<file path="src/rtl/apb_addr_dec_v2_pkg.sv">
// Shared constants and helpers for the APB slave-select address decoder.
// The interconnect uses the same ADDR_MSB/ADDR_LSB field defaults.
package apb_addr_dec_v2_pkg;

  localparam int ADDR_MSB = 7;
  localparam int ADDR_LSB = 4;

  // Number of slave slots addressable by a field addr[msb:lsb].
  function automatic int calc_mask_range(input int msb, input int lsb);
    return 1 << (msb - lsb + 1);
  endfunction

  // Ceiling log2, never less than 1 so index ports keep a legal width.
  function automatic int clog2_min1(input int value);
    int r;
    r = 0;
    while ((1 << r) < value) r++;
    return (r < 1) ? 1 : r;
  endfunction

endpackage

</file>
<file path="src/rtl/apb_addr_onehot.sv">
// Combinational field-to-one-hot decoder; slots at or above N_SLAVES never select.
module apb_addr_onehot #(
  parameter int FIELD_W    = 4,
  parameter int MASK_RANGE = 16,
  parameter int N_SLAVES   = 16
) (
  input  logic [FIELD_W-1:0]    field,
  input  logic                  enable,
  output logic [MASK_RANGE-1:0] onehot
);

  for (genvar p = 0; p < MASK_RANGE; p++) begin : g_slot
    if (p < N_SLAVES) begin : g_populated
      assign onehot[p] = enable & (field == FIELD_W'(p));
    end else begin : g_empty
      assign onehot[p] = 1'b0;
    end
  end

endmodule

</file>
<file path="src/rtl/apb_addr_dec_v2.sv">
// APB address decoder: region/enable-qualified one-hot PSEL, registered copies
// for response muxing, and a sticky miss flag for debug.
module apb_addr_dec_v2
  import apb_addr_dec_v2_pkg::*;
#(
  parameter int ADDR_WIDTH = 16,
  parameter int MSB        = ADDR_MSB,
  parameter int LSB        = ADDR_LSB,
  localparam int MASK_RANGE = calc_mask_range(MSB, LSB),
  parameter int N_SLAVES   = MASK_RANGE,
  parameter logic [ADDR_WIDTH-1:0] BASE_MASK  = '0,
  parameter logic [ADDR_WIDTH-1:0] BASE_MATCH = '0,
  localparam int SEL_W = clog2_min1(MASK_RANGE)
) (
  input  logic                  clk,
  input  logic                  reset,
  input  logic [ADDR_WIDTH-1:0] addr,
  input  logic                  en,
  input  logic                  clr_sticky,
  output logic [MASK_RANGE-1:0] pselx,
  output logic [SEL_W-1:0]      sel_idx,
  output logic                  hit,
  output logic                  miss,
  output logic [MASK_RANGE-1:0] pselx_q,
  output logic [SEL_W-1:0]      sel_idx_q,
  output logic                  miss_sticky
);

  if (MSB >= ADDR_WIDTH || LSB > MSB || N_SLAVES < 1 || N_SLAVES > MASK_RANGE) begin : g_param_err
    $error("apb_addr_dec_v2: illegal MSB/LSB/N_SLAVES combination");
  end

  logic region_ok;

  // A zero BASE_MASK makes the region compare trivially true.
  assign region_ok = ((addr & BASE_MASK) == (BASE_MATCH & BASE_MASK));
  assign sel_idx   = addr[MSB:LSB];

  apb_addr_onehot #(
    .FIELD_W    (SEL_W),
    .MASK_RANGE (MASK_RANGE),
    .N_SLAVES   (N_SLAVES)
  ) u_onehot (
    .field  (sel_idx),
    .enable (en & region_ok),
    .onehot (pselx)
  );

  assign hit  = |pselx;
  assign miss = en & ~hit;

  always_ff @(posedge clk or negedge reset) begin
    if (!reset) begin
      pselx_q   <= '0;
      sel_idx_q <= '0;
    end else begin
      pselx_q   <= pselx;
      sel_idx_q <= sel_idx;
    end
  end

  // A new miss takes priority over a clear arriving on the same edge.
  always_ff @(posedge clk or negedge reset) begin
    if (!reset) begin
      miss_sticky <= 1'b0;
    end else if (miss) begin
      miss_sticky <= 1'b1;
    end else if (clr_sticky) begin
      miss_sticky <= 1'b0;
    end
  end

endmodule

</file>
<file path="config.mk">
export PLATFORM = sky130hd
export DESIGN_NAME = apb_addr_dec_v2
export DESIGN_NICKNAME = d
export VERILOG_FILES = /design/src/rtl/apb_addr_dec_v2_pkg.sv /design/src/rtl/apb_addr_onehot.sv /design/src/rtl/apb_addr_dec_v2.sv
export SDC_FILE = /design/constraint.sdc
export NUM_CORES = 1
export LEC_CHECK = 0
export BUFFER_PORTS_ARGS = -buffer_cell sky130_fd_sc_hd__buf_2
export CORE_MARGIN = 8
export CORE_UTILIZATION = 36
export DETAILED_ROUTE_END_ITERATION = 10
export GPL_ROUTABILITY_DRIVEN = 0
export PLACE_DENSITY = 0.79
export SYNTH_ARGS = -nofsm -noshare
export SYNTH_HDL_FRONTEND = slang
export SYNTH_HIERARCHICAL = 1
export SYNTH_SLANG_ARGS = --single-unit
export TNS_END_PERCENT = 20
</file>
<file path="constraint.sdc">
create_clock -name clk -period 2.21 [get_ports clk]
set_input_delay 0.663 -clock clk [delete_from_list [all_inputs] [get_ports clk]]
set_output_delay 0.663 -clock clk [all_outputs]
set_load 0.005 [all_outputs]
</file>
==> metrics.txt, run 1 <==
post-synthesis cell count=57; Post-Syn Area=728 um^2; post-route total power=700 uW; Core ar.=1940 um^2; period utilization=114%; fin crit period=2.51 ns; total number of yosys warnings=6; worst slack, placed=-0.308 ns; total half-perimeter wirelength after legalization and detailed placement=1830 um; post-route non-filler standard cell count=160; global-route usage over all layers=13.3%; global-route wire length before repair=3610 um; clock transition at the registers of the reported paths=0.11 ns; Die Footprint=3720 um^2; number of vias in the routed layout=765; Area growth syn-to-layout=80.4%; required time reported for the critical path endpoint=1.55 ns; total wire length after detailed routing=2390 um; cts bufs inserted=3; die extent in y=61.0 um; worst hold-check path type=input port to asynchronous set/reset pin; final number of max-transition violations=0; # hold bufs at CTS=0; CTS sink cnt=21; DR DRC count=0; Skew-Pair Late Insertion Delay=0.30 ns; Critical Path Start Type=input port; leakage dissipation=0.774 nW; worst-case vdd ir drop=0.360 mV; largest net degree at the start of global routing=22; maximum count of clock buffers along a single path=2; worst-case setup margin in the final layout=-0.302 ns; failing checks=setup timing; placed inst area=1150 um^2; I/O Buffers=50; number of distinct library cells after synthesis=14; Initial Util=37.5%; RSZ-0062 raised after global routing=yes; type of destination of the critical path=output port; share of synthesized area occupied by flip-flops and latches=72.2%; Boundary Pins=63; CTS Root Buffer Type=clkbuf_4; number of placement rows=16; setup TNS=-0.879 ns; Layout Cell Area excl Fill=1310 um^2; Final Hold Vio Count=0; Max-cap violations=0; maximum fanout along the worst path=5; total power density per cell area=533 nW/um^2; number of nets with antenna violations after routing=0; worst-case headroom to the max-slew limit=69.1%; TritonCTS clock tree=yes; stage delay of the slowest cell on the critical path=0.30 ns; fmax=398 MHz; fraction of final layout cells with drive strength greater than 1=72.2%; cell count after placement=152; worst-case clock skew=0 ns; final core utilization=67.7%; number of global-route vias before repair=799; detail-routed via count per cell=4.78; result of the run=complete, but fails checks; number of antenna violations at the first check in global routing=0; number of nets produced by synthesis=77; DRC violation total after the first TritonRoute iteration=22; global route total overflow=0; cell with the largest stage delay on the worst path=nor4_2; Final Hold Slack=0.295 ns; antenna cells=0; Final nets=154; drt pass-1 iters=4; Worst Setup Path Type=input port to output port; routed len/inst=15.0 um; crit path cell chain=buf_8 > or3b_4 > nor2_2 > nor4_2 > nand4_1 > nor2_1 > buf_2; total of endpoints with negative setup slack in the final report=7; data arrival time of the worst path=1.85 ns; H-Tree Level Count=1; register bit count reported by yosys=21; Syn Area/Cell=12.8 um^2; Tightest Pin Transition=0.463 ns; width of the die=61.0 um
==> cells in the final DEF (no fill, tap or decap), types with 2 or more instances in the layout <==
cell type	instances
dfrtp_1	21
nor2_2	3
buf_8	2
nor4_2	4
nor2_1	8
nor2_4	2
nor3_2	2
buf_6	3
nand2b_4	2
clkbuf_4	4
buf_2	45
buf_4	25
nor3_1	2
inv_1	2
nand3b_1	2
==> cells by family after synthesis <==
group / Yosys count / synth area share (%)
AND/OR/NAND/NOR: 29 / 21.0
AO/OA/AOI/OAI: 1 / 1.72
buffers and inverters: 6 / 5.16
flip-flops: 21 / 72.2
==> registers in the layout, indices dropped and copies added (netlist names) <==
signal and count:
sel_idx_q 4, pselx_q 16, miss_sticky 1
==> power by group <==
group | switching [mW] | total (mW) | internal, mW
clock network | 0.111 | 0.178 | 0.0676
registers | 0.00318 | 0.398 | 0.395
logic | 0.0587 | 0.124 | 0.0650
total | 0.173 | 0.700 | 0.528
==> cell type report <==
class,count,area (um^2)
fill,137,628
inverter,2,7.51
sequential,21,526
timing repair buffer,76,484
clock inverter,1,5.00
clock buffer,3,22.5
tap,27,33.8
multi-input combinational,30,235
==> synthesized netlist by cell type <==
cell,number,area [um^2]
dfrtp_1,21,526
nor2_1,13,48.8
buf_4,4,30.0
nor4_1,4,25.0
nor3_1,3,15.0
inv_1,2,7.51
nand2b_1,2,12.5
nand3b_1,2,15.0
nand2_1,1,3.75
nand3_1,1,5.00
nand4_1,1,6.26
nor3_2,1,10.0
o22ai_2,1,12.5
or3b_4,1,11.3
==> timing repair <==
| action | CTS | global route |
|---|---|---|
| gates resized for setup | 15 | 11 |
| buffers inserted | 2 | 2 |
| endpoints found under the setup margin | 6 | 10 |
| pin swaps | 5 | 9 |
==> metal layers <==
layer | vias to the layer above | GRT usage (%) | routed length (um)
met2 | 48 | 23.4 | 1160
met4 | 0 | 7.31 | 97
li1 | 340 | - | -
met1 | 365 | 13.2 | 870
met5 | - | 0 | 0
met3 | 12 | 4.87 | 265
==> critical path: cells and delay by family <==
family                 cells  cell delay (ns)
buffers and inverters      2             0.22
and+or+nand+nor            5             0.97
==> path summary, 6_finish.rpt <==
check,start,to,slack [ns],cells past startpoint
worst max register to register,miss_sticky,miss_sticky,1.59,2
worst max-delay path,en,miss,-0.30,7
max in group asynchronous,reset,pselx_q[12],1.60,1
min in group clk,clr_sticky,miss_sticky,0.55,2
worst min register to register,miss_sticky,miss_sticky,0.55,2
worst min-delay path,reset,pselx_q[6],0.29,1
Power figures use the tool's default switching activity.
==> run 2: changes to the inputs <==
Settings changed: CORE_UTILIZATION 36 to 39, PLACE_DENSITY 0.79 to 0.84, SLEW_MARGIN from default to 25.
Clock period 2.21 ns to 2.9 ns, I/O delays scaled along.
==> run 2 against run 1 <==
Combinational power down 27%. Global-route usage is 0.53 points lower. The run now ends clean. Largest power group unchanged. Critical path depth stayed put.
==> metrics.txt, run 2 (synthesis gave the netlist of run 1 again) <==
result of the run=completed; maximum fanout along the worst path=5; data arrival time of the worst path=2.03 ns; routed len/inst=16.0 um; total wire length after detailed routing=2370 um; width of the die=59.2 um; global-route usage over all layers=12.8%; post-route total power=532 uW; stage delay of the slowest cell on the critical path=0.28 ns; Worst Setup Path Type=input port to output port; I/O Buffers=50; number of nets with antenna violations after routing=0; period utilization=99.9%; Skew-Pair Late Insertion Delay=0.30 ns; DR DRC count=0; setup TNS=0 ns; largest net degree at the start of global routing=22; required time reported for the critical path endpoint=2.03 ns; clock transition at the registers of the reported paths=0.11 ns; Boundary Pins=63; flip-flop count of the largest register after layout=16; H-Tree Level Count=1; worst slack, placed=-0.0356 ns; area used by multi-input combinational logic=246 um^2; cell with the largest stage delay on the worst path=or3b_4; cts bufs inserted=3; worst hold-check path type=input port to asynchronous set/reset pin; global route total overflow=0; Area growth syn-to-layout=69.2%; worst-case headroom to the max-slew limit=70.2%; TritonCTS clock tree=yes; largest registers ranked by flip-flop count=pselx_q x16, sel_idx_q x4, miss_sticky x1; antenna cells=0; Tightest Pin Transition=0.448 ns; worst-case clock skew=0 ns; Initial Util=41.7%; number of global-route vias before repair=719; maximum count of clock buffers along a single path=2; type of destination of the critical path=output port; Max-cap violations=0; number of placement rows=15; register with the most flip-flops=pselx_q; fraction of final layout cells with drive strength greater than 1=70.7%; DRC violation total after the first TritonRoute iteration=18; fin crit period=2.90 ns; fmax=345 MHz; Final nets=144; CTS sink cnt=21; drt pass-1 iters=4; number of antenna violations at the first check in global routing=0; final number of max-transition violations=0; Final Hold Vio Count=0; worst-case vdd ir drop=0.250 mV; Die Footprint=3510 um^2; global-route wire length before repair=3390 um; Critical Path Start Type=input port; leakage dissipation=0.717 nW; RSZ-0062 raised after global routing=yes; leading cell type in the layout, fill and taps excluded=buf_2; worst-case setup margin in the final layout=0.00258 ns; crit path cell chain=buf_8 > or3b_4 > nor2_4 > nor4_2 > nand4_1 > nor2_1 > buf_2; total half-perimeter wirelength after legalization and detailed placement=1650 um; Core ar.=1750 um^2; CTS Root Buffer Type=clkbuf_4; final core utilization=70.6%; commonest non-fill, non-tap cells in the layout=buf_2 (46), dfrtp_1 (21), buf_4 (17); total of endpoints with negative setup slack in the final report=0; number of vias in the routed layout=707; die extent in y=59.2 um; detail-routed via count per cell=4.78; total power density per cell area=432 nW/um^2; register area=526 um^2; Layout fillers=126
==> run 2: per-layer routing <==
| metal | track usage (%) | wire length [um] |
|---|---|---|
| met1 | 13.5 | 896 |
| met5 | 0 | 0 |
| met2 | 21.0 | 1210 |
| met3 | 5.86 | 248 |
| met4 | 6.14 | 23 |
==> run 2: worst paths after layout <==
kind	end	depth (start not counted)	slack, ns	startpoint
min in group clk	miss_sticky	2	0.55	miss_sticky
min	pselx_q[6]	1	0.49	reset
min reg2reg	miss_sticky	2	0.55	miss_sticky
max	miss	7	0.003	en
max reg2reg	miss_sticky	2	2.28	miss_sticky
max in group asynchronous	pselx_q[15]	1	2.10	reset
==> run 2: cell type report <==
class                      instances  area share, %
multi-input combinational         30           20.0
clock buffer                       4           2.13
inverter                           2          0.609
tap                               25           2.54
sequential                        21           42.6
timing repair buffer              66           32.1
==> run 2: power by group <==
part / leakage, nW / switching (mW) / internal, mW
combinational: 0.422 / 0.0452 / 0.0449
sequential: 0.280 / 0.00228 / 0.301
clock: 0.0150 / 0.0853 / 0.0536
==> run 2: worst max-delay path, delay by kind of cell <==
family                 cells  cell delay [ns]
buffers and inverters      2             0.22
AND/OR/NAND/NOR            5             0.93
==> run 2: through the flow <==
| stage | hold WS (ns) | cell area (um^2) | instances |
|---|---|---|---|
| global route | 0.509 | 1230 | 148 |
| finish | 0.493 | 1230 | 148 |
| floorplan | 0.538 | 728 | 57 |
| detailed placement | 0.528 | 1080 | 141 |
| CTS | 0.501 | 1140 | 147 |
| global placement | 0.523 | 1080 | 141 |
==> run 2: what timing repair did <==
action	CTS	global route
setup buffers	2	1
gates resized for setup	4	23
endpoints found under the setup margin	1	2
hold buffers	0	0
endpoints found under the hold margin	0	0
pin swaps	3	8
==> run 3: changes to the inputs <==
Settings changed: SETUP_SLACK_MARGIN from default to 0.15.
==> run 3 against run 2 <==
The run now ends with setup timing left. Worst hold slack improved by 0.0014 ns. Clock skew unchanged. Critical path depth unchanged. Core utilization increased by 1.3 points. Cell count increased by 1.4%. Die area unchanged. Largest power group unchanged. Highest routed layer unchanged.
==> metrics.txt, run 3 (synthesis gave the netlist of run 1 again) <==
result of the run=complete, but fails checks; failing checks=setup timing; detail-routed via count per cell=4.87; cell with the largest stage delay on the worst path=nor4_2; TritonCTS clock tree=yes; drt pass-1 iters=4; Layout Cell Area excl Fill=1250 um^2; worst-case vdd ir drop=0.269 mV; number of placement rows=15; routed len/inst=15.8 um; DR DRC count=0; Reg2Reg Setup Slack=2.28 ns; total power density per cell area=428 nW/um^2; CTS sink cnt=21; number of nets with antenna violations after routing=0; internal portion of total power=401 uW; total half-perimeter wirelength after legalization and detailed placement=1650 um; width of the die=59.2 um; H-Tree Level Count=1; register with the most flip-flops=pselx_q; crit path cell chain=buf_6 > nand3b_1 > nor2_2 > nor4_2 > nand4_1 > nor2_1 > buf_2; number of antenna violations at the first check in global routing=0; total of endpoints with negative setup slack in the final report=1; placed inst area=1080 um^2; required time reported for the critical path endpoint=2.03 ns; number of vias in the routed layout=731; setup TNS=-0.0580 ns; Critical Path Start Type=input port; type of destination of the critical path=output port; antenna cells=0; global-route wire length before repair=3560 um; CTS Root Buffer Type=clkbuf_4; post-route total power=537 uW; Max-cap violations=0; DRC violation total after the first TritonRoute iteration=25; stage delay of the slowest cell on the critical path=0.33 ns; die extent in y=59.2 um; worst hold-check path type=input port to asynchronous set/reset pin; worst-case clock skew=0 ns; Layout fillers=120; share of power burned in the clock network=26.0%; data arrival time of the worst path=2.09 ns; Final nets=146; cts bufs inserted=3; relative contribution of combinational cells to total power=17.5%; Die Footprint=3510 um^2; worst-case setup margin in the final layout=-0.0580 ns; Boundary Pins=63; Area growth syn-to-layout=72.3%; clock transition at the registers of the reported paths=0.11 ns; Initial Util=41.7%; global route total overflow=0; flip-flop count of the largest register after layout=16; r2r endpoint=miss_sticky; commonest non-fill, non-tap cells in the layout=buf_2 (47), dfrtp_1 (21), buf_4 (18); # hold bufs at CTS=0; final core utilization=71.9%; Final Hold Slack=0.495 ns; Skew-Pair Late Insertion Delay=0.30 ns; leakage dissipation=0.730 nW; largest registers ranked by flip-flop count=pselx_q x16, sel_idx_q x4, miss_sticky x1; Net Sw Frac=25.2%; total wire length after detailed routing=2370 um; fmax=338 MHz; maximum fanout along the worst path=6; I/O Buffers=50; fin crit period=2.96 ns; Worst Setup Path Type=input port to output port; final number of max-transition violations=0; Core ar.=1750 um^2; Tightest Pin Transition=0.455 ns; fraction of final layout cells with drive strength greater than 1=71.2%; worst-case headroom to the max-slew limit=69.7%; fraction of power consumed by sequential logic=56.5%; number of global-route vias before repair=739; Final Hold Vio Count=0; length in cells of the worst reg-to-reg path=2; period utilization=102%; RSZ-0062 raised after global routing=yes; largest net degree at the start of global routing=22; Switching Power=135 uW; leading cell type in the layout, fill and taps excluded=buf_2; global-route usage over all layers=13.4%; Reg-to-Reg Start=miss_sticky; maximum count of clock buffers along a single path=2
-- run 3: changes by cell type in the layout (fill, tap and decap cells not counted), sizes merged --
cell | before | now
buf | 66 | 68
-- run 3: per-stage QoR --
| stage | setup slack (ns) | instances |
|---|---|---|
| after detailed placement | -0.0356 | 141 |
| after CTS | 0.00950 | 148 |
| final | -0.0580 | 150 |
| after global routing | -0.190 | 150 |
| after floorplan | 0.273 | 57 |
| after global placement | -0.0112 | 141 |
-- run 3: layout make-up --
type	count	area, um^2	area share (%)
multi-input combinational	30	253	20.1
inverter	2	7.51	0.598
timing repair buffer	68	412	32.8
sequential	21	526	41.9
clock buffer	4	26.3	2.09
tap	25	31.3	2.49
-- run 3: critical path, delay by kind of cell --
kind	cells	cell delay (ns)
and+or+nand+nor	5	1.00
buffers and inverters	2	0.22
-- run 3: worst max-delay path by stage --
stage,startpoint,endpoint,cells past startpoint
after global placement,en,miss,7
after floorplan,en,miss,5
after detailed placement,addr[7],miss,7
after CTS,addr[4],miss,7
final,addr[7],miss,7
after global routing,addr[7],miss,7
-- run 3: per-layer routing --
metal | GRT usage [%] | routed length [um] | part of all wire, % | vias up
li1 | - | - | - | 323
met1 | 14.8 | 936 | 40 | 359
met2 | 21.6 | 1180 | 50 | 45
met3 | 5.86 | 214 | 9.0 | 4
met4 | 6.14 | 31 | 1.3 | 0
met5 | 0 | 0 | 0 | -
-- run 3: timing repair --
item / CTS / global route
endpoints found under the setup margin: 2 / 4
buffers inserted: 3 / 2
pin swaps: 4 / 8
gates resized for setup: 13 / 14
-- run 3: power by group through the flow --
stage               registers [mW]  logic (mW)  clock network, mW
floorplan                    0.311      0.0239                  0
global placement             0.309      0.0674                  0
detailed placement           0.309      0.0697                  0
CTS                          0.303      0.0840              0.142
global route                 0.304       0.102              0.159
finish                       0.303      0.0938              0.140
